[src/rtl/stage4_memory_writeback_unit.sv]
// Memory/writeback stage: turns a stage3 instruction into one writeback record,
// waiting for the memory response on loads and formatting the selected lane.
module stage4_memory_writeback_unit #(
  parameter int unsigned XLEN = 32,
  parameter int unsigned FLEN = 32
) (
  input  logic                                    clock_i,
  input  logic                                    reset_i,
  input  logic                                    valid_i,
  output logic                                    ready_o,
  input  logic [15:0]                             encoding_i,
  input  logic [2:0]                              func3_i,
  input  logic [4:0]                              fdest_i,
  input  logic [2:0]                              addr_lsb_i,
  input  logic [XLEN-1:0]                         stage3_result_i,
  input  logic                                    mem_valid_i,
  input  logic [63:0]                             mem_data_i,
  input  logic                                    wb_ready_i,
  output logic                                    wb_valid_o,
  output logic                                    writeback_flag_o,
  output logic                                    writeback_fp_o,
  output logic [4:0]                              writeback_dest_o,
  output logic [((XLEN > FLEN) ? XLEN : FLEN)-1:0] writeback_value_o,
  output logic                                    exception_o
);

  localparam int unsigned VW = (XLEN > FLEN) ? XLEN : FLEN;

  // Instruction classes arrive one-hot; any other pattern is treated as unknown.
  typedef enum logic [15:0] {
    ENC_LUI       = 16'h0001,
    ENC_AUIPC     = 16'h0002,
    ENC_JAL       = 16'h0004,
    ENC_JALR      = 16'h0008,
    ENC_BRANCH    = 16'h0010,
    ENC_LOAD      = 16'h0020,
    ENC_STORE     = 16'h0040,
    ENC_ARITH_IMM = 16'h0080,
    ENC_ARITH_REG = 16'h0100,
    ENC_FLOAD     = 16'h0200,
    ENC_FSTORE    = 16'h0400,
    ENC_FARITH    = 16'h0800,
    ENC_FMADD     = 16'h1000,
    ENC_FMSUB     = 16'h2000,
    ENC_FNMSUB    = 16'h4000,
    ENC_FNMADD    = 16'h8000
  } enc_e;

  typedef enum logic [1:0] {
    S_IDLE,
    S_WAIT_MEM,
    S_OUT
  } state_e;

  state_e          state_q;
  logic            wb_valid_q;
  logic            wb_flag_q;
  logic            wb_fp_q;
  logic            wb_exc_q;
  logic [4:0]      wb_dest_q;
  logic [VW-1:0]   wb_value_q;
  logic [2:0]      ld_func3_q;
  logic [2:0]      ld_lsb_q;
  logic [4:0]      ld_dest_q;
  logic            ld_fp_q;

  logic            accept;
  logic            aligned;
  logic            int_legal;
  logic            fp_legal;
  logic            dec_load;
  logic            dec_ld_fp;
  logic            dec_flag;
  logic            dec_fp;
  logic            dec_exc;
  logic [VW-1:0]   dec_value;

  logic [63:0]     lane;
  logic [XLEN-1:0] int_val;
  logic [FLEN-1:0] fp_val;
  logic [VW-1:0]   fmt_value;

  assign ready_o = (state_q == S_IDLE) || ((state_q == S_OUT) && wb_ready_i);
  assign accept  = valid_i && ready_o;

  // Access size is func3[1:0]; natural alignment per size.
  always_comb begin
    aligned = 1'b1;
    case (func3_i[1:0])
      2'b00:   aligned = 1'b1;
      2'b01:   aligned = ~addr_lsb_i[0];
      2'b10:   aligned = (addr_lsb_i[1:0] == 2'b00);
      default: aligned = (addr_lsb_i == 3'b000);
    endcase
  end

  always_comb begin
    int_legal = 1'b0;
    case (func3_i)
      3'b000, 3'b001, 3'b010, 3'b100, 3'b101: int_legal = 1'b1;
      3'b011, 3'b110:                         int_legal = (XLEN == 64);
      default:                                int_legal = 1'b0;
    endcase
  end

  always_comb begin
    fp_legal = 1'b0;
    case (func3_i)
      3'b010:  fp_legal = 1'b1;
      3'b011:  fp_legal = (FLEN == 64);
      default: fp_legal = 1'b0;
    endcase
  end

  always_comb begin
    dec_load  = 1'b0;
    dec_ld_fp = 1'b0;
    dec_flag  = 1'b0;
    dec_fp    = 1'b0;
    dec_exc   = 1'b0;
    dec_value = '0;
    case (encoding_i)
      ENC_LUI, ENC_AUIPC, ENC_JAL, ENC_JALR, ENC_ARITH_IMM, ENC_ARITH_REG: begin
        dec_flag  = (fdest_i != 5'd0);
        dec_value = VW'(stage3_result_i);
      end
      ENC_FARITH, ENC_FMADD, ENC_FMSUB, ENC_FNMSUB, ENC_FNMADD: begin
        dec_flag  = 1'b1;
        dec_fp    = 1'b1;
        dec_value = VW'(stage3_result_i);
      end
      ENC_LOAD: begin
        dec_load = int_legal && aligned;
        dec_exc  = !(int_legal && aligned);
      end
      ENC_FLOAD: begin
        dec_ld_fp = 1'b1;
        dec_load  = fp_legal && aligned;
        dec_exc   = !(fp_legal && aligned);
      end
      default: ;
    endcase
  end

  // Lane is shifted down to bit 0 so every size extracts from the low bits.
  always_comb begin
    lane = mem_data_i >> {ld_lsb_q, 3'b000};
    case (ld_func3_q)
      3'b000:  int_val = XLEN'($signed(lane[7:0]));
      3'b100:  int_val = XLEN'(lane[7:0]);
      3'b001:  int_val = XLEN'($signed(lane[15:0]));
      3'b101:  int_val = XLEN'(lane[15:0]);
      3'b010:  int_val = XLEN'($signed(lane[31:0]));
      3'b110:  int_val = XLEN'(lane[31:0]);
      default: int_val = XLEN'(lane);
    endcase
    // NaN-boxing collapses to the plain word when FLEN is 32.
    fp_val    = ld_func3_q[0] ? FLEN'(lane) : FLEN'({32'hFFFF_FFFF, lane[31:0]});
    fmt_value = ld_fp_q ? VW'(fp_val) : VW'(int_val);
  end

  always_ff @(posedge clock_i or negedge reset_i) begin
    if (!reset_i) begin
      state_q    <= S_IDLE;
      wb_valid_q <= 1'b0;
      wb_flag_q  <= 1'b0;
      wb_fp_q    <= 1'b0;
      wb_exc_q   <= 1'b0;
      wb_dest_q  <= '0;
      wb_value_q <= '0;
      ld_func3_q <= '0;
      ld_lsb_q   <= '0;
      ld_dest_q  <= '0;
      ld_fp_q    <= 1'b0;
    end else if (accept) begin
      if (dec_load) begin
        state_q    <= S_WAIT_MEM;
        wb_valid_q <= 1'b0;
        wb_flag_q  <= 1'b0;
        wb_exc_q   <= 1'b0;
        ld_func3_q <= func3_i;
        ld_lsb_q   <= addr_lsb_i;
        ld_dest_q  <= fdest_i;
        ld_fp_q    <= dec_ld_fp;
      end else begin
        state_q    <= S_OUT;
        wb_valid_q <= 1'b1;
        wb_flag_q  <= dec_flag;
        wb_fp_q    <= dec_fp;
        wb_exc_q   <= dec_exc;
        wb_dest_q  <= fdest_i;
        wb_value_q <= dec_value;
      end
    end else begin
      case (state_q)
        S_WAIT_MEM: begin
          if (mem_valid_i) begin
            state_q    <= S_OUT;
            wb_valid_q <= 1'b1;
            wb_flag_q  <= ld_fp_q || (ld_dest_q != 5'd0);
            wb_fp_q    <= ld_fp_q;
            wb_exc_q   <= 1'b0;
            wb_dest_q  <= ld_dest_q;
            wb_value_q <= fmt_value;
          end
        end
        S_OUT: begin
          if (wb_ready_i) begin
            state_q    <= S_IDLE;
            wb_valid_q <= 1'b0;
            wb_flag_q  <= 1'b0;
            wb_exc_q   <= 1'b0;
          end
        end
        default: ;
      endcase
    end
  end

  assign wb_valid_o        = wb_valid_q;
  assign writeback_flag_o  = wb_flag_q;
  assign writeback_fp_o    = wb_fp_q;
  assign writeback_dest_o  = wb_dest_q;
  assign writeback_value_o = wb_value_q;
  assign exception_o       = wb_exc_q;

endmodule

[config.mk]
export PLATFORM = sky130hd
export DESIGN_NAME = stage4_memory_writeback_unit
export DESIGN_NICKNAME = d
export VERILOG_FILES = /design/src/rtl/stage4_memory_writeback_unit.sv
export SDC_FILE = /design/constraint.sdc
export NUM_CORES = 1
export LEC_CHECK = 0
export BUFFER_PORTS_ARGS = -buffer_cell sky130_fd_sc_hd__buf_2
export CAP_MARGIN = 15
export CORE_UTILIZATION = 54
export DETAILED_ROUTE_END_ITERATION = 8
export HOLD_SLACK_MARGIN = 0.02
export PLACE_DENSITY = 0.93
export RECOVER_POWER = 50
export SLEW_MARGIN = 20
export SYNTH_ARGS = -nofsm -noshare
export SYNTH_HDL_FRONTEND = slang
export SYNTH_SLANG_ARGS = --single-unit
[constraint.sdc]
create_clock -name clock_i -period 6.1 [get_ports clock_i]
set_input_delay 0.305 -clock clock_i [delete_from_list [all_inputs] [get_ports clock_i]]
set_output_delay 0.305 -clock clock_i [all_outputs]
set_load 0.05 [all_outputs]
# Word level (Yosys, flattened, before mapping)
# Cells that the tools add are included.
# classes
bitwise_logic,1
reduce_logical,26
shift,1
muxes,41
eq_ne,27
# ops
op,n
$mux 32,6
$pmux 32 s4,1
$shr 64x6->32,1
$mux 5,4
$mux 1,18
$eq 16x1->1 const B,1
$eq 16x10->1 const B,1
$eq 16x12->1 const B,1
$eq 16x13->1 const B,1
$eq 16x14->1 const B,1
$eq 16x15->1 const B,1
$eq 16x16->1 const B,1
$eq 16x2->1 const B,1
$eq 16x3->1 const B,1
$eq 16x4->1 const B,1
$eq 16x6->1 const B,1
$eq 16x8->1 const B,1
$eq 16x9->1 const B,1
$eq 3x3->1 const B,4
$pmux 1 s2,6
$reduce_or 11->1,1
$reduce_bool 5->1,2
$reduce_or 5->1,2
$logic_not 3->1,3
other kinds (19),35
# totals
out_inout_bits,42
inputBits,128
regBits,55

# Depth between registers and ports, before layout
# logic_depth
depth_word,8
mapped_depth,9
mapped_depth_nobuf,6

# Worst setup path after synthesis
# No wires, ideal clock.
# synth_timing
kind,register -> register
start,register state_q[1]
end,register wb_value_q[30] (netlist: writeback_value_o[30])
path_stages_with_launch,9
slack_ns,4.065
path_buffers,2
arrival_ns,1.909
period_less_slack_ns,2.035
required_ns,5.974
cell_sequence,dfrtp_1 -> nand2b_1 -> and3_1 -> o21ai_1 -> and2_1 -> buf_4 -> buf_6 -> nor3_1 -> a221o_1
# synth_between
elab_chain_len,6
word_cells_on_any_way,11
cone_classes,eq/ne (3); mux (1); reduce/logical (7)
# synth_lines
item,line,source
start: declaration,55,state_e state_q;
start signal: assignment,164,state_q <= S_IDLE;
start signal: assignment,177,state_q <= S_WAIT_MEM;
start signal: assignment,186,state_q <= S_OUT;
$eq 2x2->1,83,assign ready_o = (state_q == S_IDLE) || ((state_q == S_OUT) && wb_ready_i);
$logic_and 1x1->1,83,
$logic_or 1x1->1,83,
$logic_and 1x1->1,84,assign accept = valid_i && ready_o;
$ne 2x2->1 (no line) or $reduce_bool 2->1 (tied branches),-,
$reduce_and 3->1 (no line),-,
end signal: assignment,192,wb_value_q <= dec_value;
end signal: assignment,204,wb_value_q <= fmt_value;
end: declaration,61,logic [VW-1:0] wb_value_q;
# Several ways; a longest one is shown, not always the timed one.
# A chain may end at the register's enable or synchronous reset.

# Worst setup path in the final report
# layout_timing
start,register state_q[1]
end,register wb_value_q[8] (netlist: writeback_value_o[8])
# Same word-level chain as after synthesis.

==> reports/results.tsv <==
stage	metric	value	unit
floorplanning	Die Area	8270	um^2
worst_setup_path	CP endpoint	writeback_value_o[8]	
timing	measured slew at the worst slew-check pin	2.810	ns
layout	Ant. Diodes	0	
timing	Final Hold Viols	0	
route	iteration-0 DRC count of the detailed router	478	
route	drt wl/cell	19.34	um
layout	post-route cell area	5159	um^2
route	vias	4534	
timing	f_max	300.8	MHz
layout	share of cells above drive strength 1	35.02	%
synth	cells after synthesis	448	
synth	largest area contributor in the netlist	dfrtp_1	
floorplanning	Die Span X	90.94	um
floorplanning	Initial Util	55.57	%
run_status	status	finished with violations	
synth	main flop type after synthesis	dfrtp_1	
synth	Mapped Nets	576	
pwr	Power Total	0.9706	mW
floorplanning	Core Region	7687	um^2
route	Pre-antenna DRT Iters	7	
synth	Post-synth ARST share	100.0	%
route	via/cell ratio	6.514	
clock_network	hold buffer count at CTS	0	
synth	top cell type's share of synthesized area	31.63	%
timing	crit path time final	3.325	ns
global_routing	first-pass GRT wire length	21330	um
route	Antenna Nets Post-Route	0	
route	drt drc	1	
worst_setup_path	Crit Path Class	reg -> reg	
worst_setup_path	worst r2r dst	writeback_value_o[8]	
global_routing	largest net degree at the start of global routing	56	
worst_setup_path	CP Launch Type	register	
pwr	static leakage	2.256	nW
worst_setup_path	critical path startpoint	state_q[1]	
timing	Pins Over Slew Limit	55	
clock_network	clock tree root driver cell	clkbuf_8	
clock_network	Clock transition at path regs	0.11	ns
job	max-cap viol count	1	
worst_hold_path	min-delay src	stage3_result_i[24]	
global_routing	All-Layer GR Usage	32.83	%
synth	post-synthesis sequential element count	54	
floorplanning	io pins	170	
worst_setup_path	r2r setup slk	2.78	ns
timing	RSZ-0062 raised after global routing	no	
floorplanning	FP Rows	32	
clock_network	post-CTS setup buffer count	0	
worst_setup_path	Critical Path Sink Type	register	
placed_design	gp weighted congestion	1.007	
global_routing	antenna violations before repair	0	
global_routing	vias in the first global route	4288	
timing	Final Hold Slack	0.1890	ns
timing	setup TNS	0	ns
pwr	maximum VDD drop	0.09139	mV
layout	Syn-to-layout area delta	20.77	%
timing	max_slew headroom	-87.36	%
synth	synthesized area	4272	um^2
worst_setup_path	crit path DAT	3.55	ns
placed_design	Cell Area, Placed	5100	um^2
synth	top cells by area, synth	dfrtp_1 (32%), mux4_2 (14%), mux2i_1 (8.9%)	
synth	top-count cell post-synth	dfrtp_1	
timing	Worst Skew	0.01648	ns
layout	nets	721	
floorplanning	Die Y-Extent	90.94	um
placed_design	dpl hpwl	10270	um
global_routing	total grt overflow	0	
worst_setup_path	Worst Reg-to-Reg Cells	6	
pwr	pwr dens	188.1	nW/um^2
clock_network	CTS tree	built	
synth	Warnings, synthesis	0	
synth	EDFF count, synth	0	
route	drt total wl	13460	um
timing	Finish-stage setup viols	0	
worst_setup_path	Required @ worst endpoint	6.32	ns
placed_design	port bufs	169	
worst_setup_path	CP max FO	26	
clock_network	clk sinks	54	
timing	Final period util	54.50	%
clock_network	htree depth	2	
worst_setup_path	worst reg2reg startpoint	state_q[1]	
synth	Distinct cells, synth	55	
clock_network	Max Buffers Root-to-Sink	2	
synth	register area share after synthesis	31.63	%
clock_network	CTS resizes	0	
synth	Synth top cells by count	dfrtp_1 (54), nor2_1 (42), mux2i_1 (38), nand2_1 (38), mux4_2 (26)	
worst_hold_path	worst min-delay path category	in -> reg	
synth	Mean Syn Cell Area	9.535	um^2
clock_network	TritonCTS buffer count	5	
clock_network	worst skew pair latency	0.32	ns
run_status	failing checks	DRC, capacitance limit, slew limit	
layout by cell type (no fill, tap or decap), types with 4 or more instances in the layout:
master and n:
buf_2 148, dfrtp_1 52, nor2_1 41, nand2_1 38, mux2i_1 38, mux4_2 26, clkbuf_1 23, nor3_1 20
o21ai_0 19, o22ai_1 18, a211oi_1 14, mux2_2 13, a21oi_1 12, inv_1 11, nor2b_1 11, a31oi_1 8
and3_1 7, nand3_1 7, a221oi_1 7, a221o_1 7, a211o_1 6, o31ai_1 5, a21o_1 5, clkbuf_8 5
o22a_1 4
sequential cells by signal, summed over array words and instances, names as in the netlist:
register / cells
ld_fp_q: 1
writeback_value_o: 32
state_q: 2
writeback_fp_o: 1
ld_lsb_q: 3
writeback_dest_o: 5
writeback_flag_o: 1
ld_func3_q: 3
ld_dest_q: 5
exception_o: 1
stage by stage:
| stage | utilization (%) | setup slack (ns) | instances |
|---|---|---|---|
| floorplan | - | 4.065 | 448 |
| global placement | 66.34 | 2.920 | 688 |
| detailed placement | 66.34 | 2.773 | 688 |
| CTS | 67.46 | 2.843 | 696 |
| global route | 67.11 | 2.485 | 696 |
| finish | 67.11 | 2.775 | 696 |
how the worst min path moves through the flow:
stage / end / slack (ns) / cells after the start
after floorplan: exception_o / 0.009 / 0
after global placement: writeback_dest_o[3] / 0.45 / 2
after detailed placement: writeback_dest_o[0] / 0.46 / 2
after CTS: writeback_dest_o[0] / 0.11 / 2
after global routing: writeback_value_o[31] / 0.19 / 2
final: writeback_value_o[24] / 0.19 / 2
routing by layer:
layer / wire (um) / part of all wire, % / track usage [%] / up-vias
li1: - / - / - / 2015
met1: 5122 / 38 / 43.38 / 2160
met2: 6446 / 48 / 50.51 / 305
met3: 1298 / 9.6 / 7.370 / 54
met4: 592 / 4.4 / 17.46 / 0
met5: 0 / 0 / 0 / -
cell type report:
class                           count  area, um^2
Tap cell                          102       127.6
Sequential cell                    54        1354
Fill cell                         640        2529
Clock buffer                        6       72.57
Timing Repair Buffer              173       845.8
Inverter                           11       41.29
Clock inverter                      2       13.76
Multi-Input combinational cell    348        2704
where the power goes:
group	switching, mW	leakage, nW	total, mW	internal [mW]
logic	0.246	1.53	0.353	0.106
registers	0.0220	0.682	0.416	0.394
clock network	0.121	0.0452	0.202	0.0814
total	0.389	2.26	0.971	0.581
cells by family after synthesis:
family                 after synthesis  synth area share [%]
AND/OR/NAND/NOR                    148                 16.70
XOR/XNOR                             3                0.6152
flip-flops                          54                 31.63
AO/OA/AOI/OAI                      120                 19.89
buffers and inverters               46                 5.126
multiplexers                        77                 26.04
critical path: stages (launching register included):
cell and delay [ns]:
dfrtp_1 0.45, nand2b_1 0.16, and3_1 0.67, o21ai_1 0.51, nand2_1 0.77, nand2_1 0.37
o21ai_0 0.27
No activity file was read; power rests on OpenSTA's default activity.
